==> config.mk <==
export PLATFORM = sky130hd
export DESIGN_NAME = halfband_decimator
export DESIGN_NICKNAME = d
export VERILOG_FILES = /design/src/rtl/dfe_hb_pkg.sv /design/src/rtl/rounding_overflow_arith.sv /design/src/rtl/halfband_decimator.sv
export SDC_FILE = /design/constraint.sdc
export NUM_CORES = 2
export LEC_CHECK = 0
export ABC_AREA = 1
export CORE_MARGIN = 2
export CORE_UTILIZATION = 45
export CTS_CLUSTER_DIAMETER = 50
export CTS_CLUSTER_SIZE = 40
export DETAILED_ROUTE_END_ITERATION = 10
export GPL_ROUTABILITY_DRIVEN = 0
export GPL_TIMING_DRIVEN = 0
export PLACE_DENSITY = 0.69
export SYNTH_ARGS = -nofsm -noshare
export SYNTH_HDL_FRONTEND = slang
export SYNTH_SLANG_ARGS = --single-unit
==> constraint.sdc <==
create_clock -name clk -period 21.6 [get_ports clk]
set_input_delay 4.32 -clock clk [delete_from_list [all_inputs] [get_ports clk]]
set_output_delay 4.32 -clock clk [all_outputs]
set_load 0.02 [all_outputs]
==> src/rtl/dfe_hb_pkg.sv <==
// dfe_hb_pkg
// Shared definitions for the halfband decimator stage of the DFE chain:
// the FSM state type, the filter geometry and the power-up coefficient set.
// The coefficient set is a symmetric halfband design with DC gain of 1.0
// (S20.18): centre tap 0.5, and the six outer taps together sum to 0.25.
package dfe_hb_pkg;

    localparam int N_TAP      = 23;
    localparam int N_UNIQ     = 7;
    localparam int FIFO_DEPTH = 4;
    localparam int HB_COEFF_WIDTH = 20;

    typedef enum logic [1:0] {
        IDLE = 2'd0,
        MAC  = 2'd1,
        OUT  = 2'd2
    } hb_state_t;

    // Entry k (k<6) weights taps 2k and 22-2k; entry 6 weights the centre tap 11.
    localparam logic signed [HB_COEFF_WIDTH-1:0] DEFAULT_COEFF [N_UNIQ] = '{
        -20'sd564,
         20'sd2600,
        -20'sd5500,
         20'sd12000,
        -20'sd25000,
         20'sd82000,
         20'sh20000
    };

endpackage

==> src/rtl/rounding_overflow_arith.sv <==
// rounding_overflow_arith
// Converts a wide fixed-point accumulator to the output sample format:
// round half-up at the output LSB, then saturate to the signed output range.
// Ports:
//   acc_in    in   ACC_WIDTH  signed accumulator, ACC_FRAC fraction bits
//   data_out  out  OUT_WIDTH  rounded/saturated sample, OUT_FRAC fraction bits
//   overflow  out  1          result clipped to the positive limit
//   underflow out  1          result clipped to the negative limit
module rounding_overflow_arith #(
    parameter int ACC_WIDTH = 40,
    parameter int ACC_FRAC  = 33,
    parameter int OUT_WIDTH = 16,
    parameter int OUT_FRAC  = 15
) (
    input  logic signed [ACC_WIDTH-1:0] acc_in,
    output logic signed [OUT_WIDTH-1:0] data_out,
    output logic                        overflow,
    output logic                        underflow
);

    localparam int SHIFT     = ACC_FRAC - OUT_FRAC;
    // One guard bit so adding the rounding constant can never wrap.
    localparam int RND_WIDTH = ACC_WIDTH + 1;
    localparam int SHR_WIDTH = RND_WIDTH - SHIFT;

    localparam logic signed [RND_WIDTH-1:0] HALF    = RND_WIDTH'(1) <<< (SHIFT - 1);
    localparam logic signed [SHR_WIDTH-1:0] OUT_MAX = SHR_WIDTH'((1 << (OUT_WIDTH - 1)) - 1);
    localparam logic signed [SHR_WIDTH-1:0] OUT_MIN = SHR_WIDTH'(-(1 << (OUT_WIDTH - 1)));

    logic signed [RND_WIDTH-1:0] rounded;
    logic signed [SHR_WIDTH-1:0] shifted;

    always_comb begin
        rounded   = RND_WIDTH'(acc_in) + HALF;
        shifted   = SHR_WIDTH'(rounded >>> SHIFT);
        overflow  = shifted > OUT_MAX;
        underflow = shifted < OUT_MIN;
        if (overflow)
            data_out = OUT_WIDTH'(OUT_MAX);
        else if (underflow)
            data_out = OUT_WIDTH'(OUT_MIN);
        else
            data_out = OUT_WIDTH'(shifted);
    end

endmodule

==> src/rtl/halfband_decimator.sv <==
// halfband_decimator
// Decimate-by-2 halfband FIR fed by the fractional_decimator output stream.
// A 4-entry FIFO absorbs bursty input; one pre-add/MAC datapath walks the
// seven unique coefficients serially, and one output is made per input pair.
// Ports:
//   clk, rst        clock, synchronous active-high reset
//   valid_in        input sample strobe
//   filter_in       signed input sample (S16.15)
//   bypass          pass filter_in to filter_out (registered), abort filtering
//   coeff_wr_en     load all coefficients (honoured only when idle, no pop)
//   coeff_data_in   new coefficients, c[k] at bits [k*COEFF_WIDTH +: COEFF_WIDTH]
//   coeff_data_out  current coefficients, same packing
//   filter_out      signed result (S16.15), valid_out one-cycle strobe
//   overflow        saturation flags of the current filter_out
//   underflow
//   overrun         one-cycle pulse: sample dropped on a full FIFO
//   busy            FSM not idle
module halfband_decimator
    import dfe_hb_pkg::*;
#(
    parameter int DATA_WIDTH  = 16,
    parameter int DATA_FRAC   = 15,
    parameter int COEFF_WIDTH = 20,
    parameter int COEFF_FRAC  = 18
) (
    input  logic                          clk,
    input  logic                          rst,
    input  logic                          valid_in,
    input  logic signed [DATA_WIDTH-1:0]  filter_in,
    input  logic                          bypass,
    input  logic                          coeff_wr_en,
    input  logic [COEFF_WIDTH*N_UNIQ-1:0] coeff_data_in,
    output logic [COEFF_WIDTH*N_UNIQ-1:0] coeff_data_out,
    output logic signed [DATA_WIDTH-1:0]  filter_out,
    output logic                          valid_out,
    output logic                          overflow,
    output logic                          underflow,
    output logic                          overrun,
    output logic                          busy
);

    localparam int PRE_WIDTH  = DATA_WIDTH + 1;
    localparam int PROD_WIDTH = PRE_WIDTH + COEFF_WIDTH;
    localparam int ACC_WIDTH  = 40;
    localparam int ACC_FRAC   = DATA_FRAC + COEFF_FRAC;
    localparam int PTR_W      = $clog2(FIFO_DEPTH);
    localparam int CNT_W      = PTR_W + 1;
    localparam int K_W        = $clog2(N_UNIQ);

    hb_state_t                   state;
    logic [K_W-1:0]              k;
    logic signed [ACC_WIDTH-1:0] acc;
    logic                        phase;
    logic signed [DATA_WIDTH-1:0]  x        [N_TAP];
    logic signed [DATA_WIDTH-1:0]  fifo_mem [FIFO_DEPTH];
    logic signed [COEFF_WIDTH-1:0] coeff    [N_UNIQ];
    logic [PTR_W-1:0]            wr_ptr, rd_ptr;
    logic [CNT_W-1:0]            fifo_cnt;

    logic fifo_full, fifo_empty, push, pop, coeff_load;
    logic signed [DATA_WIDTH-1:0]  tap_a, tap_b;
    logic signed [COEFF_WIDTH-1:0] c_sel;
    logic signed [PRE_WIDTH-1:0]   pre_sum;
    logic signed [PROD_WIDTH-1:0]  product;
    logic signed [ACC_WIDTH-1:0]   acc_next;
    logic signed [DATA_WIDTH-1:0]  rnd_data;
    logic                          rnd_ovf, rnd_unf;

    assign fifo_full  = fifo_cnt == CNT_W'(FIFO_DEPTH);
    assign fifo_empty = fifo_cnt == '0;
    // A full FIFO rejects the write even if a pop happens the same cycle.
    assign push       = valid_in && !fifo_full && !bypass;
    assign pop        = (state == IDLE) && !fifo_empty && !bypass;
    assign coeff_load = coeff_wr_en && (state == IDLE) && !pop;
    assign busy       = state != IDLE;

    always_comb begin
        // NOTE: every combinational output gets a default first so no path leaves it unassigned (no latch).
        tap_a = x[(N_TAP - 1) / 2];
        tap_b = '0;
        c_sel = coeff[N_UNIQ-1];
        for (int i = 0; i < N_UNIQ - 1; i++) begin
            if (k == K_W'(i)) begin
                tap_a = x[2*i];
                tap_b = x[N_TAP-1-2*i];
                c_sel = coeff[i];
            end
        end
        pre_sum  = PRE_WIDTH'(tap_a) + PRE_WIDTH'(tap_b);
        product  = PROD_WIDTH'(pre_sum) * PROD_WIDTH'(c_sel);
        acc_next = acc + ACC_WIDTH'(product);
    end

    always_comb begin
        for (int i = 0; i < N_UNIQ; i++)
            coeff_data_out[i*COEFF_WIDTH +: COEFF_WIDTH] = coeff[i];
    end

    rounding_overflow_arith #(
        .ACC_WIDTH (ACC_WIDTH),
        .ACC_FRAC  (ACC_FRAC),
        .OUT_WIDTH (DATA_WIDTH),
        .OUT_FRAC  (DATA_FRAC)
    ) u_round (
        .acc_in    (acc),
        .data_out  (rnd_data),
        .overflow  (rnd_ovf),
        .underflow (rnd_unf)
    );

    // NOTE: FIFO storage has no reset; fifo_cnt gates every read, so stale words are never used.
    always_ff @(posedge clk) begin
        if (push)
            fifo_mem[wr_ptr] <= filter_in;
    end

    // NOTE: all state uses non-blocking assignments so every register sees pre-edge values.
    always_ff @(posedge clk) begin
        if (rst) begin
            state      <= IDLE;
            k          <= '0;
            acc        <= '0;
            phase      <= 1'b0;
            wr_ptr     <= '0;
            rd_ptr     <= '0;
            fifo_cnt   <= '0;
            filter_out <= '0;
            valid_out  <= 1'b0;
            overflow   <= 1'b0;
            underflow  <= 1'b0;
            overrun    <= 1'b0;
            for (int i = 0; i < N_TAP; i++)
                x[i] <= '0;
            for (int i = 0; i < N_UNIQ; i++)
                coeff[i] <= COEFF_WIDTH'(DEFAULT_COEFF[i]);
        end else begin
            overrun   <= valid_in && fifo_full && !bypass;
            valid_out <= 1'b0;

            if (push)
                wr_ptr <= wr_ptr + PTR_W'(1);
            if (pop)
                rd_ptr <= rd_ptr + PTR_W'(1);
            case ({push, pop})
                2'b10:   fifo_cnt <= fifo_cnt + CNT_W'(1);
                2'b01:   fifo_cnt <= fifo_cnt - CNT_W'(1);
                default: fifo_cnt <= fifo_cnt;
            endcase

            if (coeff_load)
                for (int i = 0; i < N_UNIQ; i++)
                    coeff[i] <= coeff_data_in[i*COEFF_WIDTH +: COEFF_WIDTH];

            if (bypass) begin
                // Abort and flush; the delay line is deliberately kept.
                state      <= IDLE;
                k          <= '0;
                phase      <= 1'b0;
                wr_ptr     <= '0;
                rd_ptr     <= '0;
                fifo_cnt   <= '0;
                filter_out <= filter_in;
                valid_out  <= valid_in;
                overflow   <= 1'b0;
                underflow  <= 1'b0;
            end else begin
                case (state)
                    IDLE: begin
                        if (pop) begin
                            x[0] <= fifo_mem[rd_ptr];
                            for (int i = 1; i < N_TAP; i++)
                                x[i] <= x[i-1];
                            phase <= !phase;
                            // Second sample of a pair: start a new output.
                            if (phase) begin
                                acc   <= '0;
                                k     <= '0;
                                state <= MAC;
                            end
                        end
                    end
                    MAC: begin
                        acc <= acc_next;
                        if (k == K_W'(N_UNIQ - 1))
                            state <= OUT;
                        else
                            k <= k + K_W'(1);
                    end
                    OUT: begin
                        filter_out <= rnd_data;
                        overflow   <= rnd_ovf;
                        underflow  <= rnd_unf;
                        valid_out  <= 1'b1;
                        state      <= IDLE;
                    end
                    default: state <= IDLE;
                endcase
            end
        end
    end

endmodule

## After elaboration in Yosys (flattened, before gate mapping)

Memories as Yosys holds them, arrays and structs flattened. A register that Yosys moved wholly into a read port is not among the register bits.
Cells that the tools add are included.
Widths: inputs -> output; s select.

- Muxes and demuxes: 80
- Bitwise gates (word level): 31
- Add/subtract/negate cells: 8
- Eq/ne operators: 15
- Multipliers: 1
- Magnitude comparators: 2
- Reductions and logical operators: 25

Operators with widths:

| cell | count |
|---|---|
| $mux 16 | 39 |
| $mux 20 | 13 |
| $mux 40 | 2 |
| $pmux 40 s2 | 1 |
| $add 40x19->41 const B | 1 |
| $add 40x37->40 | 1 |
| $mul 17x20->37 | 1 |
| $or 1x1->1 | 30 |
| $gt 23x16->1 const B | 1 |
| $lt 23x16->1 const B | 1 |
| $add 16x16->17 | 1 |
| $mux 1 | 14 |
| $eq 3x3->1 const B | 4 |
| $pmux 3 s2 | 2 |
| $mux 2 | 5 |
| $mux 3 | 3 |
| $logic_and 1x1->1 | 8 |
| $ne 2x2->1 const B | 4 |
| $reduce_and 4->1 | 2 |
| $reduce_bool 2->1 | 4 |
| $add 3x1->3 const B | 2 |
| $eq 3x2->1 const B | 2 |
| $logic_not 3->1 | 2 |
| $logic_not 1->1 | 5 |
| 11 further kinds | 14 |

- Memories: 3
- Input port bits: 161
- RAM bits: 572
- Word-level logic and storage cells: 177
- Output and inout bits: 161
- Flip-flop bits (word level): 73

Memory list:

| memory | depth | width | read ports | clocked after memory_dff | wr ports | line | RTL |
|---|---|---|---|---|---|---|---|
| x | 23 | 16 | 23 | 0 | 23 | halfband_decimator.sv:54 | `logic signed [DATA_WIDTH-1:0] x [N_TAP];` |
| coeff | 7 | 20 | 7 | 0 | 7 | halfband_decimator.sv:56 | `logic signed [COEFF_WIDTH-1:0] coeff [N_UNIQ];` |
| fifo_mem | 4 | 16 | 1 | 1 | 1 | halfband_decimator.sv:55 | `logic signed [DATA_WIDTH-1:0] fifo_mem [FIFO_DEPTH];` |

## Logic depth before layout (Yosys ltp)

- Word-level depth: 11
- Depth in mapped cells: 49
- Mapped depth without buffers: 46

## Modules after synthesis

Synthesis repeated with hierarchy kept, for this count alone.

- Cells, all modules: 4,952
- Area total of the unflattened synthesis: 44,916.8 um2

Modules (own cells, without submodules):

| module | sequential area each (um2) | cells an instance | area an instance (um2) | instances |
|---|---|---|---|---|
| halfband_decimator | 18,677.9 | 4,781 | 44,058.5 | 1 |
| rounding_overflow_arith | 0.0 | 171 | 858.3 | 1 |

## Worst setup path before layout

OpenSTA, ideal clock, no wires.

- Path type: input to register
- From: input port bypass
- To: memory x[0][0] (enable)
- Library setup time: 0.748 ns
- Path buffers: 1
- Stages on the path: 4
- Slack: 8.034 ns
- Data arrival time: 12.819 ns
- Required time: 20.852 ns
- Path through: clkbuf_1 -> nor3_4 -> inv_1 -> nand2_1

RTL lines:

| item | line | RTL |
|---|---|---|
| start: declaration | halfband_decimator.sv:30 | `input logic bypass,` |
| end: declaration | halfband_decimator.sv:54 |  |

## Worst setup path after layout

- From: register k[2]
- To: register acc[38]

- Longest elaborated chain between the ends: 11
- Elaborated cells on any way between the ends: 28
- Classes of those cells: add/sub: 2; mul: 1; eq/ne: 5; mux: 19; reduce/logical: 1

Ends and longest elaborated chain:

| item | line | RTL |
|---|---|---|
| start: declaration | halfband_decimator.sv:51 | `logic [K_W-1:0] k;` |
| start signal: assignment | halfband_decimator.sv:187 | `k <= k + K_W'(1);` |
| $logic_not 3->1 | halfband_decimator.sv:83 | `if (k == K_W'(i)) begin` |
| $mux 16 (6 in a row) | halfband_decimator.sv:83 |  |
| $add 16x16->17 | halfband_decimator.sv:89 | `pre_sum = PRE_WIDTH'(tap_a) + PRE_WIDTH'(tap_b);` |
| $mul 17x20->37 (*) | halfband_decimator.sv:90 | `product = PROD_WIDTH'(pre_sum) * PROD_WIDTH'(c_sel);` |
| $add 40x37->40 (*) | halfband_decimator.sv:91 | `acc_next = acc + ACC_WIDTH'(product);` |
| $pmux 40 s2 (*) | halfband_decimator.sv:167 | `case (state)` |
| end signal: assignment | halfband_decimator.sv:183 | `acc <= acc_next;` |
| end: declaration | halfband_decimator.sv:52 | `logic signed [ACC_WIDTH-1:0] acc;` |

Every way passes the cells marked *; elsewhere a longest branch is shown, timed or not.
A chain may end at the register's enable or synchronous reset.

==> results.sh <==
export IMPL_start_util_pct=45.32
export IMPL_path_buf_inv=10
export IMPL_cts_resized=0
export IMPL_fin_tns_setup_ns=0
export IMPL_layout_drive_gt1_share_pct=6.177
export IMPL_grt_overflow=0
export IMPL_ant_nets=0
export IMPL_highest_layer="met4"
export IMPL_wl_um=128800
export IMPL_dp_slack_ns=10.22
export IMPL_hp_class="reg2reg"
export IMPL_first_pass_iters=6
export IMPL_dr_wl_met3_um=10120
export IMPL_nets=5816
export IMPL_clk_latency_ns=0.66
export IMPL_cp_required_ns=22.11
export IMPL_vias=33350
export IMPL_finalMaxSlewViolations=0
export IMPL_cp_startpoint="k[2]"
export IMPL_cp_max_fo=10
export IMPL_cts_root_buf="clkbuf_16"
export IMPL_numCtsBuffers=73
export IMPL_r2r_start="k[2]"
export IMPL_grt_max_degree=74
export IMPL_htree_levels=3
export IMPL_synth_cell_types=53
export IMPL_clock_sinks=647
export IMPL_r2r_end="acc[38]"
export IMPL_place_area_um2=48770
export IMPL_crit_path_end_kind="register"
export IMPL_maxCapViolations=0
export IMPL_cts_setup_buffers=0
export IMPL_cp_slowest_cell="fa_1"
export IMPL_core_area_um2=96420
export IMPL_gr_usage_all_layers_pct=26.03
export IMPL_register_area_um2=18680
export IMPL_drc=0
export IMPL_setup_violations=0
export IMPL_port_buffers=320
export IMPL_syn_avg_cell_area_um2=9.302
export IMPL_via_per_inst=5.171
export IMPL_ys_async_sr_fraction_pct=0
export IMPL_grt_pass1_vias=32990
export IMPL_fin_area_um2=51350
export IMPL_die_h_um=315.6
export IMPL_drt_iter0_drc=3700
export IMPL_fin_ws_ns=9.903
export IMPL_area_delta_synth_final_pct=17.50
export IMPL_cts_tree="built"
export IMPL_antenna_found_initial=9
export IMPL_rsz0062_at_grt="no"
export IMPL_wire_per_inst_um=19.96
export IMPL_max_slew_margin_pct=24.15
export IMPL_clock_fmax_ghz=0.08549
export IMPL_whs_path_depth=2
export IMPL_fillCellCount=8691
export IMPL_period_needed_ns=11.70
export IMPL_ys_seq_area_share_pct=42.74
export IMPL_critPathMaxStageDelay_ns=0.76
export IMPL_outcome="finished, final reports clean"
export IMPL_clock_path_buffers=3
export IMPL_ios=322
export IMPL_grt_pass1_wl_um=194300
export IMPL_synthFlopType="edfxtp_1"
export IMPL_syn_inst=4698
export IMPL_cp_depth=36
export IMPL_reg2reg_depth=36
export IMPL_yosysWarnings=0
export IMPL_final_util_pct=53.25
export IMPL_critPathTopFamily="adder cells"
export IMPL_skew_ns=0.03585
export IMPL_start_kind="register"
export IMPL_hold_viol=0
export IMPL_cp_data_arrival_time_ns=12.20
export IMPL_die_area_um2=99620
export IMPL_rows=114
export IMPL_cp_common_cell="fa_1"
export IMPL_rrSetupSlack_ns=9.90
export IMPL_hold_buffers=0
export IMPL_tightest_slew_ns=1.138
export IMPL_multiInputGateArea_um2=20290
export IMPL_syn_nets=5410
export IMPL_dp_hpwl_um=103400
export IMPL_synth_seq_cells=647
export IMPL_syn_area_um2=43700
export IMPL_worstSetupPathType="reg2reg"
export IMPL_die_width_um=315.6
export IMPL_wl_met1_um=50570
export IMPL_met2_wirelength_um=62880
export IMPL_synth_edf_count=572
export IMPL_clk_pin_slew_ns=0.07
export IMPL_crit_path_end="acc[38]"
export IMPL_finalCritPeriodShare_pct=54.15
[worst min path at each step]
stage / startpoint / end
floorplan: rd_ptr[1] / register
global placement: rd_ptr[1] / register
detailed placement: acc[0] / acc[0]
CTS: acc[0] / acc[0]
global route: filter_out[3] / filter_out[3]
finish: filter_out[14] / filter_out[14]
[synth_stat cells, types with 14 or more instances]
cell type     n  area (um^2)
a211oi_1     16        120.1
a21oi_1     139        695.7
a221oi_1     16        140.1
a31oi_1      44        275.3
buf_2        41        205.2
buf_4        14        105.1
clkbuf_1    117        439.2
dfxtp_1      75         1501
edfxtp_1    572        17180
fa_1        411         8228
ha_1        140         1752
inv_1      1023         3840
inv_2        26        97.59
nand2_1     623         2338
nand3_1      84        420.4
nor2_1      853         3202
nor3_1       16        80.08
o211ai_1     18        135.1
o21ai_0     211         1056
o21ai_1      20        100.1
o221ai_1     23        201.4
o22ai_1      16        100.1
or2_2        61        381.6
xor2_1       23        201.4
[per-layer routing]
metal  vias to the layer above  global-route usage (%)
li1                      15430                       -
met1                     16300                   33.54
met2                      1346                   44.00
met3                       278                   4.270
met4                         0                   10.30
met5                         -                       0
[flip-flops by register name, indices dropped and copies added, names as in the netlist, named ones only]
signal and cells:
overrun 1, fifo_cnt 3, x 368, valid_out 1, fifo_mem 64, phase 1, acc 40, filter_out 16
k 3, wr_ptr 2, overflow 1, rd_ptr 2, underflow 1, coeff 140, state 2
[layout make-up]
class | count | area share, %
antenna | 10 | 0.04874
buffer | 184 | 1.577
clock buffer | 80 | 3.650
clock inverter | 55 | 1.328
inverter | 1053 | 7.698
multi-input combinational | 2814 | 39.51
sequential | 647 | 36.38
tap | 1276 | 3.109
timing repair buffer | 331 | 6.701
[metrics by stage]
step           cells  hold slack, ns
6_report        6450          0.4691
5_1_grt         6449          0.5065
4_1_cts         6440          0.4690
3_5_place_dp    6305          0.4592
3_3_place_gp    6294          0.4455
2_1_floorplan   4698          0.4334
[worst register-to-register path, delay by kind of cell (launching register included)]
kind / cells / cell delay (ns)
DFF: 1 / 0.55
xor gates and xnor gates: 1 / 0.65
buffers and inverters: 10 / 2.69
AOI/OAI and AO/OA: 5 / 1.24
adders and majority gates: 9 / 4.40
and+or+nand+nor: 11 / 2.01
[logic make-up after synthesis]
logic type	Yosys count	share of synthesized area (%)
fa+ha+maj	551	22.84
simple gates	1669	15.23
flops	647	42.74
buf+inv	1237	10.90
xor+xnor	38	0.7959
compound gates	556	7.501
[cells in the final DEF, fill, tap and decap left out, drive strengths merged, types with 5 or more instances in the layout]
cell type and n:
clkinvlp 10, a221oi 16, xor2 25, clkbuf 197, a21oi 140, ha 140, bufinv 6, a31oi 44
nand2 625, buf 78, clkdlybuf4s50 320, nand4 9, a21boi 12, o21bai 6, or2 64, dfxtp 75
inv 1067, clkinv 25, o22ai 16, a211oi 16, fa 411, diode 10, a21o 6, nor4 5
o221ai 23, o211ai 23, nor2 859, o21ai 244, nor3 19, edfxtp 572, nand3 84, xnor2 13
Power is not shown: default switching activity piles up to over one toggle a cycle in this logic, so the estimate is an artifact.
